==> src/rtl/br_redirect_if.sv <==
// Bundle between the EXE branch back end and its neighbours: EXE issue, fetch redirect,
// trap unit and perf counters. The slave side is the br_redirect block.
interface br_redirect_if #(
  parameter int unsigned PC_SZ  = 32,
  parameter int unsigned CNT_SZ = 32
);
  logic              exe_valid_in;
  logic              exe_ready_out;
  logic              exe_is_br_in;
  logic [PC_SZ-1:0]  exe_pc_in;
  logic [PC_SZ-1:0]  exe_pred_pc_in;
  logic [PC_SZ-1:0]  br_pc_in;
  logic              mis_in;
  logic              redir_valid_out;
  logic              redir_ready_in;
  logic [PC_SZ-1:0]  redir_pc_out;
  logic              flush_out;
  logic              exc_valid_out;
  logic              exc_ack_in;
  logic [PC_SZ-1:0]  exc_pc_out;
  logic [PC_SZ-1:0]  exc_tval_out;
  logic [CNT_SZ-1:0] br_cnt_out;
  logic [CNT_SZ-1:0] mispred_cnt_out;

  // Environment side: EXE stage, fetch, trap unit.
  modport master (
    output exe_valid_in, exe_is_br_in, exe_pc_in, exe_pred_pc_in, br_pc_in, mis_in,
    output redir_ready_in, exc_ack_in,
    input  exe_ready_out, redir_valid_out, redir_pc_out, flush_out,
    input  exc_valid_out, exc_pc_out, exc_tval_out, br_cnt_out, mispred_cnt_out
  );

  // Block side.
  modport slave (
    input  exe_valid_in, exe_is_br_in, exe_pc_in, exe_pred_pc_in, br_pc_in, mis_in,
    input  redir_ready_in, exc_ack_in,
    output exe_ready_out, redir_valid_out, redir_pc_out, flush_out,
    output exc_valid_out, exc_pc_out, exc_tval_out, br_cnt_out, mispred_cnt_out
  );
endinterface

==> src/rtl/br_redirect.sv <==
// EXE-stage branch back end: compares the resolved next PC with the one fetch used, raises a
// redirect (or a misaligned-target exception) with a one-cycle flush, and counts control
// transfers and mispredicts.
module br_redirect #(
  parameter int unsigned PC_SZ  = 32,
  parameter int unsigned CNT_SZ = 32
) (
  input  logic           clk_in,
  input  logic           reset_in,
  br_redirect_if.slave   bus
);

  typedef enum logic [1:0] {StIdle, StRedir, StExc} state_e;

  state_e            state_q;
  logic              redir_valid_q;
  logic              flush_q;
  logic              exc_valid_q;
  logic [PC_SZ-1:0]  redir_pc_q;
  logic [PC_SZ-1:0]  exc_pc_q;
  logic [PC_SZ-1:0]  exc_tval_q;
  logic [CNT_SZ-1:0] br_cnt_q;
  logic [CNT_SZ-1:0] mispred_cnt_q;
  logic              accept_br;

  // A control transfer is only taken while idle; ready depends on state alone.
  assign bus.exe_ready_out = (state_q == StIdle);
  assign accept_br         = bus.exe_valid_in & bus.exe_is_br_in;

  // FSM with registered outputs; flush defaults low so it pulses once per event.
  always_ff @(posedge clk_in or negedge reset_in) begin
    if (!reset_in) begin
      state_q       <= StIdle;
      redir_valid_q <= 1'b0;
      flush_q       <= 1'b0;
      exc_valid_q   <= 1'b0;
      redir_pc_q    <= '0;
      exc_pc_q      <= '0;
      exc_tval_q    <= '0;
      br_cnt_q      <= '0;
      mispred_cnt_q <= '0;
    end else begin
      flush_q <= 1'b0;
      case (state_q)
        StIdle: begin
          if (accept_br) begin
            br_cnt_q <= br_cnt_q + 1'b1;
            if (bus.mis_in) begin
              // Misaligned target traps; the trap unit steers fetch, not us.
              state_q     <= StExc;
              exc_valid_q <= 1'b1;
              exc_pc_q    <= bus.exe_pc_in;
              exc_tval_q  <= bus.br_pc_in;
              flush_q     <= 1'b1;
            end else if (bus.br_pc_in != bus.exe_pred_pc_in) begin
              state_q       <= StRedir;
              redir_valid_q <= 1'b1;
              redir_pc_q    <= bus.br_pc_in;
              mispred_cnt_q <= mispred_cnt_q + 1'b1;
              flush_q       <= 1'b1;
            end
          end
        end
        StRedir: begin
          if (bus.redir_ready_in) begin
            state_q       <= StIdle;
            redir_valid_q <= 1'b0;
          end
        end
        StExc: begin
          if (bus.exc_ack_in) begin
            state_q     <= StIdle;
            exc_valid_q <= 1'b0;
          end
        end
        default: begin
          state_q       <= StIdle;
          redir_valid_q <= 1'b0;
          exc_valid_q   <= 1'b0;
        end
      endcase
    end
  end

  assign bus.redir_valid_out = redir_valid_q;
  assign bus.redir_pc_out    = redir_pc_q;
  assign bus.flush_out       = flush_q;
  assign bus.exc_valid_out   = exc_valid_q;
  assign bus.exc_pc_out      = exc_pc_q;
  assign bus.exc_tval_out    = exc_tval_q;
  assign bus.br_cnt_out      = br_cnt_q;
  assign bus.mispred_cnt_out = mispred_cnt_q;

endmodule
==> src/flat_wrapper.sv <==
// flat-port wrapper written by rule: the top's interface ports become plain ports
module br_redirect_flat 
#(
  parameter int unsigned PC_SZ  = 32,
  parameter int unsigned CNT_SZ = 32
)
  (clk_in, reset_in, bus_exe_valid_in, bus_exe_is_br_in, bus_exe_pc_in, bus_exe_pred_pc_in, bus_br_pc_in, bus_mis_in, bus_redir_ready_in, bus_exc_ack_in, bus_exe_ready_out, bus_redir_valid_out, bus_redir_pc_out, bus_flush_out, bus_exc_valid_out, bus_exc_pc_out, bus_exc_tval_out, bus_br_cnt_out, bus_mispred_cnt_out);
  br_redirect_if #(.PC_SZ(PC_SZ), .CNT_SZ(CNT_SZ)) bus_i ();
  input  logic clk_in;
  input  logic reset_in;
  input wire logic [$bits(bus_i.exe_valid_in)-1:0] bus_exe_valid_in;
  input wire logic [$bits(bus_i.exe_is_br_in)-1:0] bus_exe_is_br_in;
  input wire logic [$bits(bus_i.exe_pc_in)-1:0] bus_exe_pc_in;
  input wire logic [$bits(bus_i.exe_pred_pc_in)-1:0] bus_exe_pred_pc_in;
  input wire logic [$bits(bus_i.br_pc_in)-1:0] bus_br_pc_in;
  input wire logic [$bits(bus_i.mis_in)-1:0] bus_mis_in;
  input wire logic [$bits(bus_i.redir_ready_in)-1:0] bus_redir_ready_in;
  input wire logic [$bits(bus_i.exc_ack_in)-1:0] bus_exc_ack_in;
  output wire logic [$bits(bus_i.exe_ready_out)-1:0] bus_exe_ready_out;
  output wire logic [$bits(bus_i.redir_valid_out)-1:0] bus_redir_valid_out;
  output wire logic [$bits(bus_i.redir_pc_out)-1:0] bus_redir_pc_out;
  output wire logic [$bits(bus_i.flush_out)-1:0] bus_flush_out;
  output wire logic [$bits(bus_i.exc_valid_out)-1:0] bus_exc_valid_out;
  output wire logic [$bits(bus_i.exc_pc_out)-1:0] bus_exc_pc_out;
  output wire logic [$bits(bus_i.exc_tval_out)-1:0] bus_exc_tval_out;
  output wire logic [$bits(bus_i.br_cnt_out)-1:0] bus_br_cnt_out;
  output wire logic [$bits(bus_i.mispred_cnt_out)-1:0] bus_mispred_cnt_out;
  assign bus_i.exe_valid_in = bus_exe_valid_in;
  assign bus_i.exe_is_br_in = bus_exe_is_br_in;
  assign bus_i.exe_pc_in = bus_exe_pc_in;
  assign bus_i.exe_pred_pc_in = bus_exe_pred_pc_in;
  assign bus_i.br_pc_in = bus_br_pc_in;
  assign bus_i.mis_in = bus_mis_in;
  assign bus_i.redir_ready_in = bus_redir_ready_in;
  assign bus_i.exc_ack_in = bus_exc_ack_in;
  assign bus_exe_ready_out = bus_i.exe_ready_out;
  assign bus_redir_valid_out = bus_i.redir_valid_out;
  assign bus_redir_pc_out = bus_i.redir_pc_out;
  assign bus_flush_out = bus_i.flush_out;
  assign bus_exc_valid_out = bus_i.exc_valid_out;
  assign bus_exc_pc_out = bus_i.exc_pc_out;
  assign bus_exc_tval_out = bus_i.exc_tval_out;
  assign bus_br_cnt_out = bus_i.br_cnt_out;
  assign bus_mispred_cnt_out = bus_i.mispred_cnt_out;
  br_redirect #(.PC_SZ(PC_SZ), .CNT_SZ(CNT_SZ)) u_core (.clk_in(clk_in), .reset_in(reset_in), .bus(bus_i));
endmodule
==> config.mk <==
export PLATFORM = sky130hd
export DESIGN_NAME = br_redirect_flat
export DESIGN_NICKNAME = d
export VERILOG_FILES = /design/src/rtl/br_redirect_if.sv /design/src/rtl/br_redirect.sv /design/src/flat_wrapper.sv
export SDC_FILE = /design/constraint.sdc
export NUM_CORES = 1
export LEC_CHECK = 0
export ABC_AREA = 1
export CAP_MARGIN = 30
export CORE_UTILIZATION = 50
export CTS_CLUSTER_SIZE = 28
export DETAILED_ROUTE_END_ITERATION = 10
export HOLD_SLACK_MARGIN = 0.06
export PLACE_DENSITY = 0.86
export SLEW_MARGIN = 20
export SYNTH_ARGS = -nofsm -noshare
export SYNTH_HDL_FRONTEND = slang
export SYNTH_SLANG_ARGS = --single-unit
==> constraint.sdc <==
create_clock -name clk_in -period 4.15 [get_ports clk_in]
set_clock_uncertainty 0.1 [all_clocks]
set_input_delay 0.6225 -clock clk_in [delete_from_list [all_inputs] [get_ports clk_in]]
set_output_delay 0.6225 -clock clk_in [all_outputs]
set_load 0.01 [all_outputs]
==> out/qor.yml, run 1 <==
pwr:
  comb_power_share_pct: 27.2
  leakage_nw: 5.35
  sw_frac_of_total_pct: 29.0
  cellPowerDensity_nw_per_um2: 442
  clkPwrFrac_pct: 31.7
  power_frac_seq_pct: 41.1
  p_switching_mw: 1.50
  p_int_mw: 3.67
  irDropWorstVdd_mv: 0.306
  total_power_mw: 5.17
timing:
  setup-tns-final_ns: 0
  max_slew.worst_pin.slew_ns: 0.916
  min_period_ns: 2.44
  fin_crit_sh_pct: 58.8
  clock.fmax_mhz: 410
  rsz0062_at_grt: "no"
  slew_headroom_pct: 39.0
  setup_viol: 0
  drv_slew: 0
  hold_viol: 0
worst_setup_path:
  crit_type: "in2reg"
  reg2reg_depth: 5
  worstSetupStartpointType: "input port"
  crit_fanout: 72
  critPathArrivalTime_ns: 2.64
  cp-end-kind: "flip-flop"
  required_ns: 4.35
synth:
  synth_area_um2: 8240
  synthMuxAreaShare_pct: 8.01
  synth_xor_area_share_pct: 7.33
  yosys_warnings: 0
  synth_top_family_by_area: "simple AND/OR/NAND/NOR gates"
  ys_types: 32
  ys_ff_latch: 165
  syn-instance-count: 940
  synthAdderAreaFrac_pct: 0.304
  synthSimpleGateAreaFrac_pct: 27.9
  ys_seq_area_share_pct: 50.1
  mappedNetlistNets: 1045
  synth.avg_cell_area_um2: 8.77
  synth_compound_area_share_pct: 0.971
cells_and_area:
  num_antenna_cells: 0
  fillers: 1210
  syn_to_final_growth_pct: 41.8
  layout-drive-gt1-share_pct: 9.29
  num-nets-final: 1308
  design_area_um2: 11700
clocking:
  hold_buffers: 0
  cts-root-buf: "clkbuf_16"
  cts_resized: 0
  cts_num_sinks: 165
  clkLatencyLatePin_ns: 0.43
  cts_tree: "built"
  postCtsSetupRepairBufs: 0
  clk_path_buf_depth: 2
  numCtsBuffers: 17
  htree_levels: 4
  clk_pin_slew_ns: 0.07
placement:
  gp_congestion: 0.923
  io_buffers: 266
  placed_area_um2: 11100
  dp_hpwl_um: 16900
route:
  viasPerCell: 5.14
  avgRoutedWirePerCell_um: 16.2
  wirelength_um: 23200
  drc: 0
  dr.pass1.iters: 7
  drt_iter0_drc: 484
  final_antenna_net_count: 0
  vias: 7356
grt:
  antenna_found_initial: 0
  grt_max_degree: 101
  gr-total-overflow: 0
  grt_pass1_wl_um: 37300
  track_usage_pct: 28.8
  grt_pass1_vias: 7402
worst_hold_path:
  min_path_type: "in2async"
floorplan:
  start_util_pct: 51.5
  dieHeight_um: 130
  rows: 46
  dieArea_um2: 17000
  core_um2: 16000
  io_pins: 267
  die_w_um: 130
flow_run:
  drv_cap: 0
run_status:
  status: "finished, final reports clean"
==> path summary, 6_finish.rpt <==
| check | startpoint | endpoint | slack (ns) |
|---|---|---|---|
| max reg2reg | u_core.state_q[0] | u_core.bus.exc_tval_out[22] | 1.94 |
| min in group clk_in | u_core.bus.redir_pc_out[21] | u_core.bus.redir_pc_out[21] | 0.37 |
| min | reset_in | u_core.bus.br_cnt_out[15] | 0.03 |
| max | bus_exe_is_br_in | u_core.bus.exc_tval_out[22] | 1.71 |
| max in group asynchronous | reset_in | u_core.bus.redir_pc_out[30] | 3.18 |
| min reg2reg | u_core.bus.redir_pc_out[21] | u_core.bus.redir_pc_out[21] | 0.37 |
==> layout make-up <==
class,count,area [um2],area share (%)
Clock buffer,18,429,3.67
Clock inverter,14,175,1.50
Inverter,67,254,2.17
Multi-Input combinational cell,680,3680,31.5
Sequential cell,165,4130,35.3
Tap cell,216,270,2.31
Timing Repair Buffer,272,2750,23.6
==> registers in the layout (all words and copies together) (netlist names) <==
name / count
u_core.bus.flush_out: 1
u_core.bus.redir_pc_out: 32
u_core.bus.redir_valid_out: 1
u_core.bus.exc_tval_out: 32
u_core.bus.exc_valid_out: 1
u_core.bus.br_cnt_out: 32
u_core.state_q: 2
u_core.bus.exc_pc_out: 32
u_core.bus.mispred_cnt_out: 32
==> kinds of logic after synthesis <==
logic type	count (synthesis)
adder cells (fa/ha/maj)	2
flip-flops	165
AO/OA/AOI/OAI	16
AND/OR/NAND/NOR	535
XOR/XNOR	69
multiplexers	58
buffers and inverters	95
==> critical path: stages <==
cell and delay, ns:
clkdlybuf4s50_1 0.40, nand2_1 0.13, inv_1 0.09, nand2_4 0.17, inv_4 0.09, nand2_4 0.64
mux2_2 0.44
==> power by group through the flow <==
stage	registers [mW]	clock network, mW	logic [mW]
floorplan	2.26	0	0.389
global placement	2.13	0	1.38
detailed placement	2.15	0	1.41
CTS	2.13	1.67	1.42
global route	2.17	1.72	1.51
finish	2.12	1.64	1.41
==> per-layer routing <==
layer,GRT usage (%),vias up,part of all wire (%)
li1,-,3516,-
met4,12.7,0,3.1
met5,0,-,0
met3,6.76,43,7.0
met1,34.6,3503,39
met2,49.3,294,51
==> Yosys cell counts <==
master / count / share of area [%]
nand2_1: 321 / 15
dfrtp_1: 165 / 50
nand3_1: 87 / 5.3
nor2_1: 74 / 3.4
inv_1: 61 / 2.8
mux2_2: 50 / 6.8
xnor2_1: 38 / 4.0
xor2_1: 31 / 3.3
nor3_1: 24 / 1.5
buf_2: 14 / 0.85
o21ai_0: 12 / 0.73
nand4_1: 8 / 0.61
buf_4: 6 / 0.55
buf_6: 6 / 0.82
mux2_1: 6 / 0.82
inv_2: 5 / 0.23
nand3b_1: 5 / 0.46
nor2_4: 3 / 0.41
a21oi_1: 2 / 0.12
clkbuf_1: 2 / 0.091
ha_1: 2 / 0.30
mux2_4: 2 / 0.36
nand2_4: 2 / 0.27
nand3_2: 2 / 0.24
nand4_2: 2 / 0.30
nor2_2: 2 / 0.15
nor4_1: 2 / 0.15
o21ai_1: 2 / 0.12
inv_4: 1 / 0.076
nand3_4: 1 / 0.21
nor2_8: 1 / 0.24
nor3_2: 1 / 0.12
==> per-stage QoR <==
| step | hold WS [ns] | instances | util, % | setup WS (ns) |
|---|---|---|---|---|
| after floorplan | 0.227 | 940 | - | 2.34 |
| after global placement | 0.353 | 1399 | 69.1 | 1.32 |
| after detailed placement | 0.358 | 1399 | 69.1 | 1.28 |
| after CTS | 0.250 | 1431 | 72.9 | 1.72 |
| after global routing | 0.0668 | 1432 | 73.1 | 1.55 |
| final | 0.0294 | 1432 | 73.1 | 1.71 |
==> cells in the final DEF (no fill, tap or decap), drive strengths merged <==
cell type and n:
ha 2, o21ai 14, inv 71, nand3b 5, xor2 31, clkdlybuf4s50 265, buf 7, nand2 323
nor4 2, clkinv 4, a21oi 2, xnor2 38, mux2 58, bufinv 3, nor3 25, clkinvlp 3
nand4 10, nand3 90, nor2 80, dfrtp 165, clkbuf 18
Note: power is estimated with default switching activity, not from simulation.
==> run 2, diff against run 1 <==
--- a/config.mk
+++ b/config.mk
@@ -7,11 +7,11 @@
 export LEC_CHECK = 0
 export ABC_AREA = 1
 export CAP_MARGIN = 30
-export CORE_UTILIZATION = 50
+export CORE_UTILIZATION = 42
 export CTS_CLUSTER_SIZE = 28
 export DETAILED_ROUTE_END_ITERATION = 10
 export HOLD_SLACK_MARGIN = 0.06
-export PLACE_DENSITY = 0.86
+export PLACE_DENSITY = 0.77
 export SLEW_MARGIN = 20
 export SYNTH_ARGS = -nofsm -noshare
 export SYNTH_HDL_FRONTEND = slang
==> constraint.sdc (replaced) <==
create_clock -name clk_in -period 2.2 [get_ports clk_in]
set_clock_uncertainty 0.1 [all_clocks]
set_input_delay 0.33 -clock clk_in [delete_from_list [all_inputs] [get_ports clk_in]]
set_output_delay 0.33 -clock clk_in [all_outputs]
set_load 0.01 [all_outputs]
==> run 2 against run 1 <==
  * Critical path depth fell by 5
  * Largest power group unchanged
  * Highest routed layer unchanged
  * Flip-flop and latch count did not move
  * Clock power increased by 92%
  * Critical endpoint is now bus_exe_ready_out
  * Combinational power is 93% higher
  * Sequential share of layout area decreased by 1.4 points
  * Via count up 1.4%
  * Worst setup slack worse by 1.6 ns
==> out/qor.yml, run 2 (synthesis results as in run 1) <==
run_status:
  status: "finished, final reports clean"
clocking:
  postCtsSetupRepairBufs: 0
  clk_pin_slew_ns: 0.07
  cts_num_sinks: 165
  htree_levels: 4
  cts_tree: "built"
  clkLatencyLatePin_ns: 0.43
  clk_path_buf_depth: 2
  cts-root-buf: "clkbuf_16"
  numCtsBuffers: 17
timing:
  setup-tns-final_ns: 0
  setup_viol: 0
  hold_viol: 0
  clock.fmax_mhz: 479
  max_slew.worst_pin.slew_ns: 0.478
  drv_slew: 0
  slew_headroom_pct: 67.9
  fin_crit_sh_pct: 94.8
  rsz0062_at_grt: "no"
  min_period_ns: 2.09
grt:
  track_usage_pct: 24.5
  grt_max_degree: 48
  grt_pass1_wl_um: 38300
  antenna_found_initial: 0
  grt_pass1_vias: 7346
  gr-total-overflow: 0
route:
  viasPerCell: 4.88
  drc: 0
  final_antenna_net_count: 0
  avgRoutedWirePerCell_um: 15.5
  wirelength_um: 23700
  drt_iter0_drc: 374
  vias: 7462
  dr.pass1.iters: 4
floorplan:
  rows: 50
  io_pins: 267
  start_util_pct: 43.5
  core_um2: 19000
  dieArea_um2: 20200
  dieHeight_um: 142
  die_w_um: 142
pwr:
  cellPowerDensity_nw_per_um2: 811
  leakage_nw: 5.63
  irDropWorstVdd_mv: 0.553
worst_hold_path:
  min_path_type: "in2async"
cells_and_area:
  syn_to_final_growth_pct: 47.8
  fillers: 1580
  num-nets-final: 1360
  final_cell_mix: "319 x nand2_1, 265 x clkdlybuf4s50_1, 165 x dfrtp_1"
  num_antenna_cells: 0
  design_area_um2: 12200
  layout-drive-gt1-share_pct: 12.9
  final_common_cell: "nand2_1"
worst_setup_path:
  required_ns: 1.77
  r2r_end: "u_core.bus.mispred_cnt_out[28]"
  crit_fanout: 6
  regToRegStartpoint: "u_core.bus.mispred_cnt_out[0]"
  reg2reg_depth: 8
  r2r_slack_ns: 0.31
  cp-end-kind: "output port"
  crit_type: "reg2out"
  critPathArrivalTime_ns: 1.66
  worstSetupStartpointType: "flip-flop"
placement:
  gp_congestion: 0.958
  placed_area_um2: 11600
  dp_hpwl_um: 17900
  io_buffers: 266
flow_run:
  drv_cap: 0
-- run 2: cell count changes in the layout (fill, tap and decap cells not counted), moves of 2 or more --
cell and change:
buf_12 +4, buf_4 +48, clkinv_2 -2, clkinvlp_4 -2
inv_8 +2
-- run 2: report_power, final --
part	switching [mW]	internal (mW)	total, mW
clock network	1.33	1.83	3.15
registers	0.411	3.60	4.01
logic	1.13	1.58	2.72
-- run 2: worst max path at each step --
stage	from	to	slack, ns	cells past startpoint
after global placement	bus_br_pc_in[4]	u_core.bus.flush_out	-0.07	10
after global routing	u_core.state_q[0]	bus_exe_ready_out	0.07	2
after floorplan	u_core.bus.mispred_cnt_out[0]	u_core.bus.mispred_cnt_out[16]	0.46	8
after detailed placement	bus_br_pc_in[4]	u_core.bus.flush_out	-0.10	10
final	u_core.state_q[0]	bus_exe_ready_out	0.11	2
after CTS	u_core.state_q[0]	bus_exe_ready_out	0.09	2
-- run 2: worst max-delay path, stage by stage, from the launching register on --
cell,delay [ns]
dfrtp_1,0.46
nor2_4,0.19
clkdlybuf4s50_1,0.58
-- run 2: cell type report --
type | count | area [um2] | area share, %
Tap cell | 260 | 325 | 2.67
Sequential cell | 165 | 4130 | 33.9
Clock buffer | 18 | 429 | 3.52
Clock inverter | 14 | 190 | 1.56
Timing Repair Buffer | 324 | 3180 | 26.1
Inverter | 67 | 254 | 2.08
Multi-Input combinational cell | 680 | 3680 | 30.2
-- run 2: through the flow --
step	hold slack, ns	utilization, %	total power [mW]	setup slack, ns	instances
floorplan	-0.0656	-	4.99	0.460	940
global placement	0.175	61.0	6.70	-0.0655	1495
detailed placement	0.178	61.0	6.78	-0.105	1495
CTS	0.284	64.3	9.97	0.0927	1528
global route	0.312	64.3	10.3	0.0681	1528
finish	0.271	64.3	9.88	0.113	1528
-- run 2: repair_timing --
item,in CTS,in global routing
gates resized for setup,0,0
hold buffers,1,0
hold endpoints to repair,34,0
-- run 2: per-layer routing --
layer	share of wire [%]	track usage, %	vias to the layer above
li1	-	-	3625
met1	43	31.0	3545
met2	48	40.5	248
met3	6.6	6.22	44
met4	2.4	8.72	0
met5	0	0	-
